[src/rtl/csa_accum_ctrl_pkg.sv]
// Shared types and width helpers for the carry-save window accumulator.
// Keeps the derived widths in one place so the top level and its interface always agree.
package csa_ctrl_pkg;

    typedef enum logic [1:0] {
        IDLE  = 2'd0,
        ACCUM = 2'd1,
        OUT   = 2'd2
    } state_t;

    // One adder pass is W+E+1 bits; summing up to max_beats passes adds clog2(max_beats) bits.
    function automatic int acc_width(input int w, input int e, input int max_beats);
        return w + e + 1 + $clog2(max_beats);
    endfunction

    function automatic int cnt_width(input int max_beats);
        return $clog2(max_beats + 1);
    endfunction

endpackage

[src/rtl/csa_accum_ctrl_if.sv]
// Beat input / window-result output bundle for csa_accum_ctrl.
// The slave modport is the accumulator side; master is the producer/consumer side.
interface csa_accum_ctrl_if
    import csa_ctrl_pkg::*;
#(
    parameter int N         = 9,
    parameter int W         = 8,
    parameter int E         = 4,
    parameter int MAX_BEATS = 3
);
    localparam int ACC_W = acc_width(W, E, MAX_BEATS);
    localparam int CNT_W = cnt_width(MAX_BEATS);

    logic             in_valid;
    logic             in_ready;
    logic [W*N-1:0]   in_data;
    logic             in_last;
    logic             out_valid;
    logic             out_ready;
    logic [ACC_W-1:0] out_sum;
    logic [CNT_W-1:0] out_beats;
    logic             out_trunc;
    logic             busy;

    modport slave (
        input  in_valid,
        input  in_data,
        input  in_last,
        input  out_ready,
        output in_ready,
        output out_valid,
        output out_sum,
        output out_beats,
        output out_trunc,
        output busy
    );

    modport master (
        output in_valid,
        output in_data,
        output in_last,
        output out_ready,
        input  in_ready,
        input  out_valid,
        input  out_sum,
        input  out_beats,
        input  out_trunc,
        input  busy
    );

endinterface

[src/rtl/csa_accum_ctrl_adder.sv]
// N-operand unsigned adder: a linear chain of 3:2 compressors followed by one carry-propagate add.
// Result is {o_cout, o_sum}, W+E+1 bits; 2^E >= N keeps the true total inside W+E bits.
module carry_save_adder #(
    parameter int N = 9,
    parameter int E = 4,
    parameter int W = 8
) (
    input  logic [N*W-1:0] i_data,
    output logic [W+E-1:0] o_sum,
    output logic           o_cout
);
    localparam int WX = W + E + 1;

    logic [WX-1:0] w_op [N];
    logic [WX-1:0] w_s  [N-1];
    logic [WX-1:0] w_c  [N-1];
    logic [WX-1:0] w_total;

    genvar gi;
    generate
        for (gi = 0; gi < N; gi++) begin : g_op
            assign w_op[gi] = WX'(i_data[gi*W +: W]);
        end

        assign w_s[0] = w_op[0];
        assign w_c[0] = w_op[1];

        // s+c always equals the exact partial sum, which stays below 2^(WX-1),
        // so the carry shifted out of the top bit is always zero.
        for (gi = 1; gi < N - 1; gi++) begin : g_csa
            assign w_s[gi] = w_s[gi-1] ^ w_c[gi-1] ^ w_op[gi+1];
            assign w_c[gi] = ((w_s[gi-1] & w_c[gi-1]) |
                              (w_s[gi-1] & w_op[gi+1]) |
                              (w_c[gi-1] & w_op[gi+1])) << 1;
        end
    endgenerate

    assign w_total         = w_s[N-2] + w_c[N-2];
    assign {o_cout, o_sum} = w_total;

endmodule

[src/rtl/csa_accum_ctrl.sv]
// Streams a multi-beat convolution window through one carry_save_adder, accumulates the
// per-beat sums and presents the window total on a valid/ready output.
module csa_accum_ctrl
    import csa_ctrl_pkg::*;
#(
    parameter int N         = 9,
    parameter int W         = 8,
    parameter int E         = 4,
    parameter int MAX_BEATS = 3
) (
    input  logic                clk,
    input  logic                rst,
    csa_accum_ctrl_if.slave     bus
);
    localparam int ACC_W = acc_width(W, E, MAX_BEATS);
    localparam int CNT_W = cnt_width(MAX_BEATS);
    localparam logic [CNT_W-1:0] MAX_CNT = CNT_W'(MAX_BEATS);

    state_t           r_state;
    state_t           w_state_next;
    logic [ACC_W-1:0] r_acc;
    logic [CNT_W-1:0] r_beat_cnt;
    logic [ACC_W-1:0] r_out_sum;
    logic [CNT_W-1:0] r_out_beats;
    logic             r_out_trunc;

    logic [W+E-1:0]   w_csa_sum;
    logic             w_csa_cout;
    logic [ACC_W-1:0] w_beat_sum;
    logic             w_in_ready;
    logic             w_accept;
    logic             w_start;
    logic             w_close;
    logic [ACC_W-1:0] w_acc_next;
    logic [CNT_W-1:0] w_cnt_next;

    carry_save_adder #(
        .N (N),
        .E (E),
        .W (W)
    ) u_csa (
        .i_data (bus.in_data),
        .o_sum  (w_csa_sum),
        .o_cout (w_csa_cout)
    );

    assign w_beat_sum = ACC_W'({w_csa_cout, w_csa_sum});

    // in_ready depends only on state and, while a result is held, on out_ready.
    assign w_in_ready = (r_state == OUT) ? bus.out_ready : 1'b1;
    assign w_accept   = bus.in_valid & w_in_ready;

    // A beat accepted outside ACCUM always opens a fresh window.
    assign w_start    = (r_state != ACCUM);
    assign w_acc_next = w_start ? w_beat_sum : (r_acc + w_beat_sum);
    assign w_cnt_next = w_start ? CNT_W'(1) : (r_beat_cnt + CNT_W'(1));
    assign w_close    = bus.in_last | (w_cnt_next == MAX_CNT);

    always_ff @(posedge clk or posedge rst) begin
        if (rst) begin
            r_state <= IDLE;
        end else begin
            r_state <= w_state_next;
        end
    end

    always_comb begin
        w_state_next = r_state;
        case (r_state)
            IDLE, ACCUM: begin
                if (w_accept) begin
                    w_state_next = w_close ? OUT : ACCUM;
                end
            end
            OUT: begin
                if (bus.out_ready) begin
                    if (w_accept) begin
                        w_state_next = w_close ? OUT : ACCUM;
                    end else begin
                        w_state_next = IDLE;
                    end
                end
            end
            default: w_state_next = IDLE;
        endcase
    end

    always_ff @(posedge clk or posedge rst) begin
        if (rst) begin
            r_acc       <= '0;
            r_beat_cnt  <= '0;
            r_out_sum   <= '0;
            r_out_beats <= '0;
            r_out_trunc <= 1'b0;
        end else if (w_accept) begin
            r_acc      <= w_acc_next;
            r_beat_cnt <= w_cnt_next;
            if (w_close) begin
                r_out_sum   <= w_acc_next;
                r_out_beats <= w_cnt_next;
                r_out_trunc <= ~bus.in_last;
            end
        end
    end

    assign bus.in_ready  = w_in_ready;
    assign bus.out_valid = (r_state == OUT);
    assign bus.out_sum   = r_out_sum;
    assign bus.out_beats = r_out_beats;
    assign bus.out_trunc = r_out_trunc;
    assign bus.busy      = (r_state != IDLE);

endmodule

[src/flat_wrapper.sv]
// flat-port wrapper written by rule: the top's interface ports become plain ports
module csa_accum_ctrl_flat import csa_ctrl_pkg::*;
#(
    parameter int N         = 9,
    parameter int W         = 8,
    parameter int E         = 4,
    parameter int MAX_BEATS = 3
)
  (clk, rst, bus_in_valid, bus_in_data, bus_in_last, bus_out_ready, bus_in_ready, bus_out_valid, bus_out_sum, bus_out_beats, bus_out_trunc, bus_busy);
  csa_accum_ctrl_if #(.N(N), .W(W), .E(E), .MAX_BEATS(MAX_BEATS)) bus_i ();
  input  logic clk;
  input  logic rst;
  input wire logic [$bits(bus_i.in_valid)-1:0] bus_in_valid;
  input wire logic [$bits(bus_i.in_data)-1:0] bus_in_data;
  input wire logic [$bits(bus_i.in_last)-1:0] bus_in_last;
  input wire logic [$bits(bus_i.out_ready)-1:0] bus_out_ready;
  output wire logic [$bits(bus_i.in_ready)-1:0] bus_in_ready;
  output wire logic [$bits(bus_i.out_valid)-1:0] bus_out_valid;
  output wire logic [$bits(bus_i.out_sum)-1:0] bus_out_sum;
  output wire logic [$bits(bus_i.out_beats)-1:0] bus_out_beats;
  output wire logic [$bits(bus_i.out_trunc)-1:0] bus_out_trunc;
  output wire logic [$bits(bus_i.busy)-1:0] bus_busy;
  assign bus_i.in_valid = bus_in_valid;
  assign bus_i.in_data = bus_in_data;
  assign bus_i.in_last = bus_in_last;
  assign bus_i.out_ready = bus_out_ready;
  assign bus_in_ready = bus_i.in_ready;
  assign bus_out_valid = bus_i.out_valid;
  assign bus_out_sum = bus_i.out_sum;
  assign bus_out_beats = bus_i.out_beats;
  assign bus_out_trunc = bus_i.out_trunc;
  assign bus_busy = bus_i.busy;
  csa_accum_ctrl #(.N(N), .W(W), .E(E), .MAX_BEATS(MAX_BEATS)) u_core (.clk(clk), .rst(rst), .bus(bus_i));
endmodule
[config.mk]
export PLATFORM = sky130hd
export DESIGN_NAME = csa_accum_ctrl_flat
export DESIGN_NICKNAME = d
export VERILOG_FILES = /design/src/rtl/csa_accum_ctrl_pkg.sv /design/src/rtl/csa_accum_ctrl_if.sv /design/src/rtl/csa_accum_ctrl_adder.sv /design/src/rtl/csa_accum_ctrl.sv /design/src/flat_wrapper.sv
export SDC_FILE = /design/constraint.sdc
export NUM_CORES = 1
export LEC_CHECK = 0
export CAP_MARGIN = 20
export CELL_PAD_IN_SITES_DETAIL_PLACEMENT = 1
export CELL_PAD_IN_SITES_GLOBAL_PLACEMENT = 2
export CORE_UTILIZATION = 31
export CTS_CLUSTER_DIAMETER = 120
export CTS_CLUSTER_SIZE = 40
export DETAILED_ROUTE_END_ITERATION = 7
export GPL_TIMING_DRIVEN = 0
export PLACE_DENSITY = 0.87
export RECOVER_POWER = 50
export SETUP_SLACK_MARGIN = 0.02
export SKIP_CTS_REPAIR_TIMING = 1
export SYNTH_ARGS = -nofsm -noshare
export SYNTH_HDL_FRONTEND = slang
export SYNTH_SLANG_ARGS = --single-unit
[constraint.sdc]
create_clock -name clk -period 3.05 [get_ports clk]
set_input_delay 0.7625 -clock clk [delete_from_list [all_inputs] [get_ports clk]]
set_output_delay 0.7625 -clock clk [all_outputs]
set_load 0.02 [all_outputs]
== Word level (Yosys, flattened, before mapping) ==
Cells that the tools add are included.
Storage, ports and cells
  flip-flop bits (word level): 37
  logic and storage cells: 80
  output and inout bits: 21
  input bits: 77
Cells by class
  reductions and logical operators: 5
  bitwise operators: 52
  add/subtract/negate cells: 3
  eq/ne operators: 6
  mux-type cells: 8
Operator list (count)
  12-bit by 8-bit AND with 12-bit output: 11
  12-bit OR: 11
  13-bit by 8-bit XOR with 13-bit output: 5
  12-bit AND: 5
  13-bit XOR: 4
  8-bit AND: 3
  8-bit OR: 2
  8-bit XOR: 2
  15-bit by 13-bit adder with 15-bit output: 1
  15-bit 2-to-1 mux: 1
  13-bit adder: 1
  9-bit by 13-bit XOR with 13-bit output: 1
  12-bit by 9-bit AND with 12-bit output: 1
  12-bit by 9-bit OR with 12-bit output: 1
  2-bit 2-to-1 mux: 5
  9-bit by 8-bit AND with 9-bit output: 1
  8-bit by 9-bit XOR with 9-bit output: 1
  9-bit by 8-bit XOR with 9-bit output: 1
  2-bit equality test (second input constant): 2
  2-bit by 1-bit inequality test with 1-bit output (second input constant): 2
  2-bit case mux with 2 select lines: 1
  2-bit AND reduction: 2
  2-bit by 1-bit adder with 2-bit output (second input constant): 1
  2-bit by 1-bit equality test with 1-bit output (second input constant): 1
  other kinds (8): 8

== Longest topological paths before layout ==
Gate-level depths: netlist of the first run.
  depth after elaboration: 24
  mapped depth: 26

== Cells and area by module ==
From an unflattened synthesis of the first run, not the netlist that was laid out.
Unflattened totals
  cell total of the unflattened synthesis: 439
  area total of the unflattened synthesis: 4201.5 µm²
By module, submodules not included
  csa_accum_ctrl: cells each 252, times used 1, seq. area each 925.9 µm², area each 2283.4 µm²
  carry_save_adder: cells each 187, times used 1, seq. area each 0.0 µm², area each 1918.1 µm²

== Worst setup path after synthesis of the first run ==
OpenSTA, ideal clock, no wires.
  path kind: input to register
  start: in bus_in_data[5]
  end: reg u_core.r_out_sum[13] (netlist: u_core.bus.out_sum[13])
  path buffers: 0
  arrival time: 7165 ps
  slack: -4180 ps
  stages: 22
  setup time: 65 ps
  path through: fa_1 > fa_1 > fa_1 > fa_1 > fa_1 > inv_1 > fa_1 > fa_1 > inv_1 > ha_1 > a21o_1 > a31oi_1 > a21oi_1 > or3_1 > and2_1 > ha_1 > a21o_1 > a31o_2 > or3_1 > o2111ai_2 > mux2_2 > nand2_1
On the way
  word-level cells in the longest chain between the ends: 24
  elaborated cells on any way between the ends: 51
  classes of those cells: 2 x add/sub; 1 x mux; 48 x bitwise
Ends and longest elaborated chain
  from (decl): line flat_wrapper.sv:14  | input wire logic [$bits(bus_i.in_data)-1:0] bus_in_data;
  8-bit AND (on tied branches): line csa_accum_ctrl_adder.sv:32, csa_accum_ctrl_adder.sv:33
  8-bit OR: line csa_accum_ctrl_adder.sv:32  | assign w_c[gi] = ((w_s[gi-1] & w_c[gi-1]) |
  8-bit OR: line csa_accum_ctrl_adder.sv:33  | (w_s[gi-1] & w_op[gi+1]) |
  12-bit by 9-bit AND with 12-bit output: line csa_accum_ctrl_adder.sv:32
  12-bit OR: line csa_accum_ctrl_adder.sv:32
  12-bit by 9-bit OR with 12-bit output: line csa_accum_ctrl_adder.sv:33
  12-bit AND: line csa_accum_ctrl_adder.sv:32
  12-bit OR: line csa_accum_ctrl_adder.sv:32
  (+8 left out)
  12-bit OR: line csa_accum_ctrl_adder.sv:32
  12-bit OR: line csa_accum_ctrl_adder.sv:33
  12-bit AND: line csa_accum_ctrl_adder.sv:32
  12-bit OR: line csa_accum_ctrl_adder.sv:32
  12-bit OR: line csa_accum_ctrl_adder.sv:33
  13-bit adder *: line csa_accum_ctrl_adder.sv:38  | assign w_total = w_s[N-2] + w_c[N-2];
  15-bit by 13-bit adder with 15-bit output *: line csa_accum_ctrl.sv:55  | assign w_acc_next = w_start ? w_beat_sum : (r_acc + w_beat_sum);
  15-bit 2-to-1 mux *: line csa_accum_ctrl.sv:55
  to (signal assigned): line csa_accum_ctrl.sv:99  | r_out_sum <= w_acc_next;
  to (decl): line csa_accum_ctrl.sv:23  | logic [ACC_W-1:0] r_out_sum;
Mark *: on every way between the ends. The rest lies on a longest branch, timed or not.
A chain may end at the register's enable or synchronous reset.

== Worst setup path after layout of the first run ==
  start: in bus_in_data[21]
  end: reg u_core.r_out_sum[13] (netlist: u_core.bus.out_sum[13])
On the way
  word-level cells in the longest chain between the ends: 24
  elaborated cells on any way between the ends: 50
  classes of those cells: 2 x add/sub; 1 x mux; 47 x bitwise
Ends and longest elaborated chain (line)
  8-bit AND: csa_accum_ctrl_adder.sv:33
  8-bit OR: csa_accum_ctrl_adder.sv:32
  8-bit OR: csa_accum_ctrl_adder.sv:33
  12-bit by 9-bit AND with 12-bit output: csa_accum_ctrl_adder.sv:32
  12-bit OR: csa_accum_ctrl_adder.sv:32
  12-bit by 9-bit OR with 12-bit output: csa_accum_ctrl_adder.sv:33
  12-bit AND: csa_accum_ctrl_adder.sv:32
  12-bit OR: csa_accum_ctrl_adder.sv:32
  (+8 left out)
  12-bit OR: csa_accum_ctrl_adder.sv:32
  12-bit OR: csa_accum_ctrl_adder.sv:33
  12-bit AND: csa_accum_ctrl_adder.sv:32
  12-bit OR: csa_accum_ctrl_adder.sv:32
  12-bit OR: csa_accum_ctrl_adder.sv:33
  13-bit adder *: csa_accum_ctrl_adder.sv:38
  15-bit by 13-bit adder with 15-bit output *: csa_accum_ctrl.sv:55
  15-bit 2-to-1 mux *: csa_accum_ctrl.sv:55
Marks and branches as above.

==> qor.yml, run 1 <==
synth_cells: 419
synth.top_cells.by_area: "fa_1, dfrtp_1, ha_1"
violations: "max-capacitance violations, max-slew violations, negative setup slack"
via_per_inst: 4.937
ant_nets: 0
setup_viol: 30
hp-class: "register to register"
ios: 98
postSynthAreaPerCell_sq_um: 9.824
drc_errors: 0
critPathTopFamily: "adder cells"
end_kind: "register"
gp_congestion: 0.8269
worstSetupStartpointType: "primary input"
clk_pin_slew_ps: 60
area_delta_synth_final_pct: 52.04
path_class: "primary input to register"
synth_nets: 589
finalCriticalPeriod_ps: 7211
multi_input_area_sq_um: 3486
dieArea_sq_um: 13740
synth_edf_count: 0
worst_slack_ps: -4161
regArea_sq_um: 925.9
routedWlPerCell_um: 16.77
grt_usage_pct: 16.34
num_antenna_cells: 0
antenna_found_initial: 0
port-buffer-count: 97
min_period_over_period_pct: 236.4
cp_common_cell: "fa_1"
synth_cell_types: 55
row_count: 41
hold_start: "u_core.bus.out_sum[14]"
cp.arrival_ps: 7440
coreArea_sq_um: 12770
crit_slowest_cell: "fa_1"
status: "finished with violations"
overflow: 0
synth.cell_area_sq_um: 4116
synth_seq_cells: 37
path_max_fanout: 4
cts_made_buffers: 5
worstReg2RegStart: "u_core.r_acc[6]"
grt_start_max_net_pins: 38
yosysWarningCount: 0
start_util_pct: 32.23
required_ps: 3280
synth_top_cell_by_area: "fa_1"
clkLatencyLatePin_ps: 290
crit_path_start: "bus_in_data[21]"
slew_viol_final: 38
num_vias: 3520
grt_pass1_wl_mm: 17.61
htree_levels: 2
async_flop_share_pct: 100.0
fmaxAchievable_ghz: 0.1387
drive_gt1_share_pct: 26.43
dp.cells: 688
critical_path.max_stage_delay_ps: 550
cp_cell_sequence: "buf_6 -> fa_1 -> fa_1 -> fa_1 -> fa_1 -> fa_1 -> inv_2 -> fa_1 -> fa_1 -> inv_2 -> ha_4 -> a21o_4 -> a31oi_4 -> a21oi_2 -> or3_4 -> and2_4 -> ha_4 -> a21o_1 -> a31o_4 -> or3_4 -> o2111ai_4 -> mux2_4 -> nand2_1"
drt-initial-drc-count: 93
max-cap-violations: 1
cts_num_sinks: 37
fin_nets: 710
fin_cells: 713
dominantRegCellSynth: "dfrtp_1"
cts.path.max_buffers: 2
skew_ps: 6.050
cts_tree: "done"
wl_mm: 11.96
grt_pass1_vias: 3785
mostFrequentLayoutCells: "clkdlybuf4s50_1, inv_1, fa_1"
relSlewSlack_pct: -1.590
die_height_um: 117.2
die_x_um: 117.2
root_buffer: "clkbuf_16"
crit_buf_inv: 3
firstDrtPassIters: 4
yosysTopAreaCellShare_pct: 26.26
nFillCells: 1383
tightest_slew_ps: 1522
yosysSeqAreaShare_pct: 22.49
hold_violations: 0
rsz0062_at_grt: "yes"
post-dp-hpwl_mm: 9.129
mostFrequentLayoutCell: "clkdlybuf4s50_1"
## cell type report
| class | instances | area share [%] |
|---|---|---|
| repair buffers | 114 | 18.07 |
| plain buffers | 8 | 0.7597 |
| well taps | 172 | 3.439 |
| inverters | 73 | 4.498 |
| clock inverters | 3 | 0.7397 |
| flip-flops and latches | 37 | 14.79 |
| multi-input cells | 301 | 55.70 |
| clock buffers | 5 | 1.999 |
## cell usage after synthesis, drive strengths merged (2+ instances only)
cell      n
nor2b     3
clkbuf    3
o211ai    5
ha       39
mux2i     5
and3      3
nand3     5
xnor2     9
a21o      9
o21bai    2
o221a     2
a31oi     7
nand2b    2
a221o     4
dfrtp    37
inv      73
a32oi     2
o21ai    33
fa       54
a21oi    17
xor2      9
nand4     5
a211o     2
nor3      2
nand2    41
nor2     11
o2111ai   2
or3       4
buf       5
and2      5
o21a      3
## worst reg2reg max path: stages (launching register included)
cell and delay [ps]:
dfrtp_1 390, ha_1 390, a21o_1 230, a31o_4 260
or3_4 390, o2111ai_4 240, mux2_4 330, nand2_1 60
## cells by family (layout without fill, tap and decap cells)
logic type	count (synthesis)	in the layout	share of synthesized area, %
flops	37	37	22.49
xor+xnor	18	18	3.830
fa+ha+maj	93	93	38.12
buf+inv	81	203	7.811
simple gates	87	87	10.49
mux	6	6	1.489
compound gates	97	97	15.78
## registers in the layout, indices dropped and copies added, names as in the netlist
name / cells
u_core.bus.out_sum: 15
u_core.r_acc: 15
u_core.bus.out_trunc: 1
u_core.bus.out_beats: 2
u_core.r_beat_cnt: 2
u_core.r_state: 2
## routing by layer
metal | share of wire [%] | track usage [%] | wire, um
met1 | 39 | 19.75 | 4636
met2 | 56 | 30.12 | 6691
met3 | 3.6 | 2.832 | 428
met4 | 1.7 | 3.629 | 199
met5 | 0 | 0 | 0
## stage by stage
stage	setup slack (ps)	TNS (ps)	util [%]	instance area (sq um)	hold slack (ps)
CTS	-4745	-114080	44.09	5632	494.4
detailed placement	-5009	-122560	42.75	5460	480.9
finish	-4161	-97580	49.00	6259	489.9
floorplan	-3910	-92400	-	4274	456.3
global placement	-4870	-119770	42.75	5460	474.0
global route	-4337	-102870	49.00	6259	525.3
## path summary, 6_finish.rpt
kind / to / slack [ps] / depth (start not counted)
worst max-delay path: u_core.bus.out_sum[13] / -4160 / 23
worst min-delay path: u_core.bus.out_sum[14] / 490 / 2
worst max register to register: u_core.bus.out_sum[13] / 700 / 7
worst min register to register: u_core.bus.out_sum[14] / 490 / 2
max in group asynchronous: u_core.r_beat_cnt[1] / 780 / 2
min in group asynchronous: u_core.bus.out_sum[1] / 1370 / 2
Power of run 1 is left out: the tool's default activity adds up to more than one toggle a clock period on the data nets, which glitch-free logic cannot reach.
==> run 2: changes to the inputs <==
--- a/config.mk
+++ b/config.mk
@@ -9,7 +9,6 @@
 export CELL_PAD_IN_SITES_DETAIL_PLACEMENT = 1
 export CELL_PAD_IN_SITES_GLOBAL_PLACEMENT = 2
 export CORE_UTILIZATION = 31
-export CTS_CLUSTER_DIAMETER = 120
 export CTS_CLUSTER_SIZE = 40
 export DETAILED_ROUTE_END_ITERATION = 7
 export GPL_TIMING_DRIVEN = 0
@@ -17,6 +16,7 @@
 export RECOVER_POWER = 50
 export SETUP_SLACK_MARGIN = 0.02
 export SKIP_CTS_REPAIR_TIMING = 1
+export SKIP_LAST_GASP = 1
 export SYNTH_ARGS = -nofsm -noshare
 export SYNTH_HDL_FRONTEND = slang
 export SYNTH_SLANG_ARGS = --single-unit
==> run 2 against run 1 <==
Highest routed layer unchanged. Global-route usage did not move. Cell area about the same. Worst setup slack improved by 4.2 ps. Worst hold slack worse by 0.61 ps. Largest cell class unchanged. Non-clock buffer count is the same. The flow still finishes with violations (max-capacitance violations, max-slew violations, negative setup slack). Critical endpoint unchanged. Register-to-register slack is essentially flat. Sequential cell count stayed put.
==> qor.yml, run 2 (synthesis results as in run 1) <==
status: "finished with violations"
violations: "max-capacitance violations, max-slew violations, negative setup slack"
rrSetupSlack_ps: 710
min_period_over_period_pct: 236.3
path_class: "primary input to register"
overflow: 0
cp_common_cell: "fa_1"
grt_start_max_net_pins: 38
post-dp-hpwl_mm: 9.129
drt-initial-drc-count: 97
endpoint: "u_core.bus.out_sum[13]"
drive_gt1_share_pct: 26.25
reg2regPathDepth: 7
row_count: 41
cts_num_sinks: 37
regArea_sq_um: 925.9
skew_ps: 6.178
cp_cell_sequence: "buf_6 -> fa_1 -> fa_1 -> fa_1 -> fa_1 -> fa_1 -> inv_2 -> fa_1 -> fa_1 -> inv_2 -> ha_4 -> a21o_4 -> a31oi_4 -> a21oi_2 -> or3_4 -> and2_4 -> ha_4 -> a21o_1 -> a31o_4 -> or3_4 -> o2111ai_4 -> mux2_4 -> nand2_1"
place_area_sq_um: 5460
antenna_found_initial: 0
path_max_fanout: 4
finalCriticalPeriod_ps: 7207
cts_tree: "done"
clk_pin_slew_ps: 60
grt_usage_pct: 16.34
hp-class: "register to register"
htree_levels: 2
wl_mm: 11.95
clkLatencyLatePin_ps: 290
num_vias: 3515
via_per_inst: 4.930
grt_pass1_wl_mm: 17.61
dp_slack_ps: -5009
drc_errors: 0
multi_input_area_sq_um: 3481
ios: 98
crit-reg2reg-capture: "u_core.bus.out_sum[13]"
coreArea_sq_um: 12770
max-cap-violations: 1
rsz0062_at_grt: "yes"
cts.path.max_buffers: 2
critical_path.max_stage_delay_ps: 550
num_antenna_cells: 0
tightest_slew_ps: 1520
end_kind: "register"
ant_nets: 0
routedWlPerCell_um: 16.76
fin_nets: 710
required_ps: 3280
die_x_um: 117.2
nFillCells: 1384
root_buffer: "clkbuf_16"
hold_violations: 0
crit_slowest_cell: "fa_1"
relSlewSlack_pct: -1.419
die_height_um: 117.2
worst_slack_ps: -4157
crit_path_start: "bus_in_data[21]"
setup_viol: 30
fin_cells: 713
mostFrequentLayoutCell: "clkdlybuf4s50_1"
cts_made_buffers: 5
mostFrequentLayoutCells: "clkdlybuf4s50_1, inv_1, fa_1"
port-buffer-count: 97
fmaxAchievable_ghz: 0.1388
dieArea_sq_um: 13740
firstDrtPassIters: 4
cp.arrival_ps: 7440
fin_setup_tns_ps: -97630
area_delta_synth_final_pct: 51.91
gp_congestion: 0.8269
final_area_sq_um: 6254
worstSetupStartpointType: "primary input"
dp.cells: 688
slew_viol_final: 38
worstReg2RegStart: "u_core.r_acc[6]"
holdPathStages: 2
grt_pass1_vias: 3785
start_util_pct: 32.23
[run 2: cell counts in the layout (fill, tap and decap cells not counted)]
Identical to the previous run, type by type.
[run 2: per-stage QoR]
stage / util (%) / hold WS, ps
6_report: 48.96 / 489.3
3_5_place_dp: 42.75 / 480.9
2_1_floorplan: - / 456.3
3_3_place_gp: 42.75 / 474.0
4_1_cts: 44.09 / 494.4
5_1_grt: 48.96 / 525.3
[run 2: worst min path at each step]
stage | start | to | slack (ps)
3_5_place_dp | u_core.r_acc[5] | u_core.r_acc[5] | 480
2_1_floorplan | u_core.r_acc[0] | u_core.r_acc[0] | 460
4_1_cts | u_core.r_acc[5] | u_core.r_acc[5] | 490
6_report | u_core.bus.out_sum[14] | u_core.bus.out_sum[14] | 490
5_1_grt | u_core.bus.out_sum[14] | u_core.bus.out_sum[14] | 530
3_3_place_gp | u_core.bus.out_sum[0] | u_core.bus.out_sum[0] | 470
[run 2: metal layers]
metal	GRT usage [%]	part of all wire, %	wire [um]	up-vias
met5	0	0	0	-
met4	3.629	1.6	197	0
met3	2.832	3.7	445	13
met2	30.12	56	6679	68
met1	19.75	39	4630	1795
li1	-	-	-	1639
[run 2: worst max-delay path: cells and delay by family]
kind | cells | cell delay [ps]
AO/OA/AOI/OAI | 6 | 1160
multiplexers | 1 | 330
adder cells (fa/ha/maj) | 9 | 3960
buffers and inverters | 3 | 190
AND/OR/NAND/NOR | 4 | 1010
[run 2: area by class of cell]
class | instances | area share, %
Clock buffer | 5 | 2.001
Timing Repair Buffer | 114 | 18.09
Sequential cell | 37 | 14.81
Buffer | 8 | 0.7603
Inverter | 73 | 4.502
Tap cell | 172 | 3.441
Clock inverter | 3 | 0.7403
Multi-Input combinational cell | 301 | 55.66
Power of run 2 is left out for the same reason.
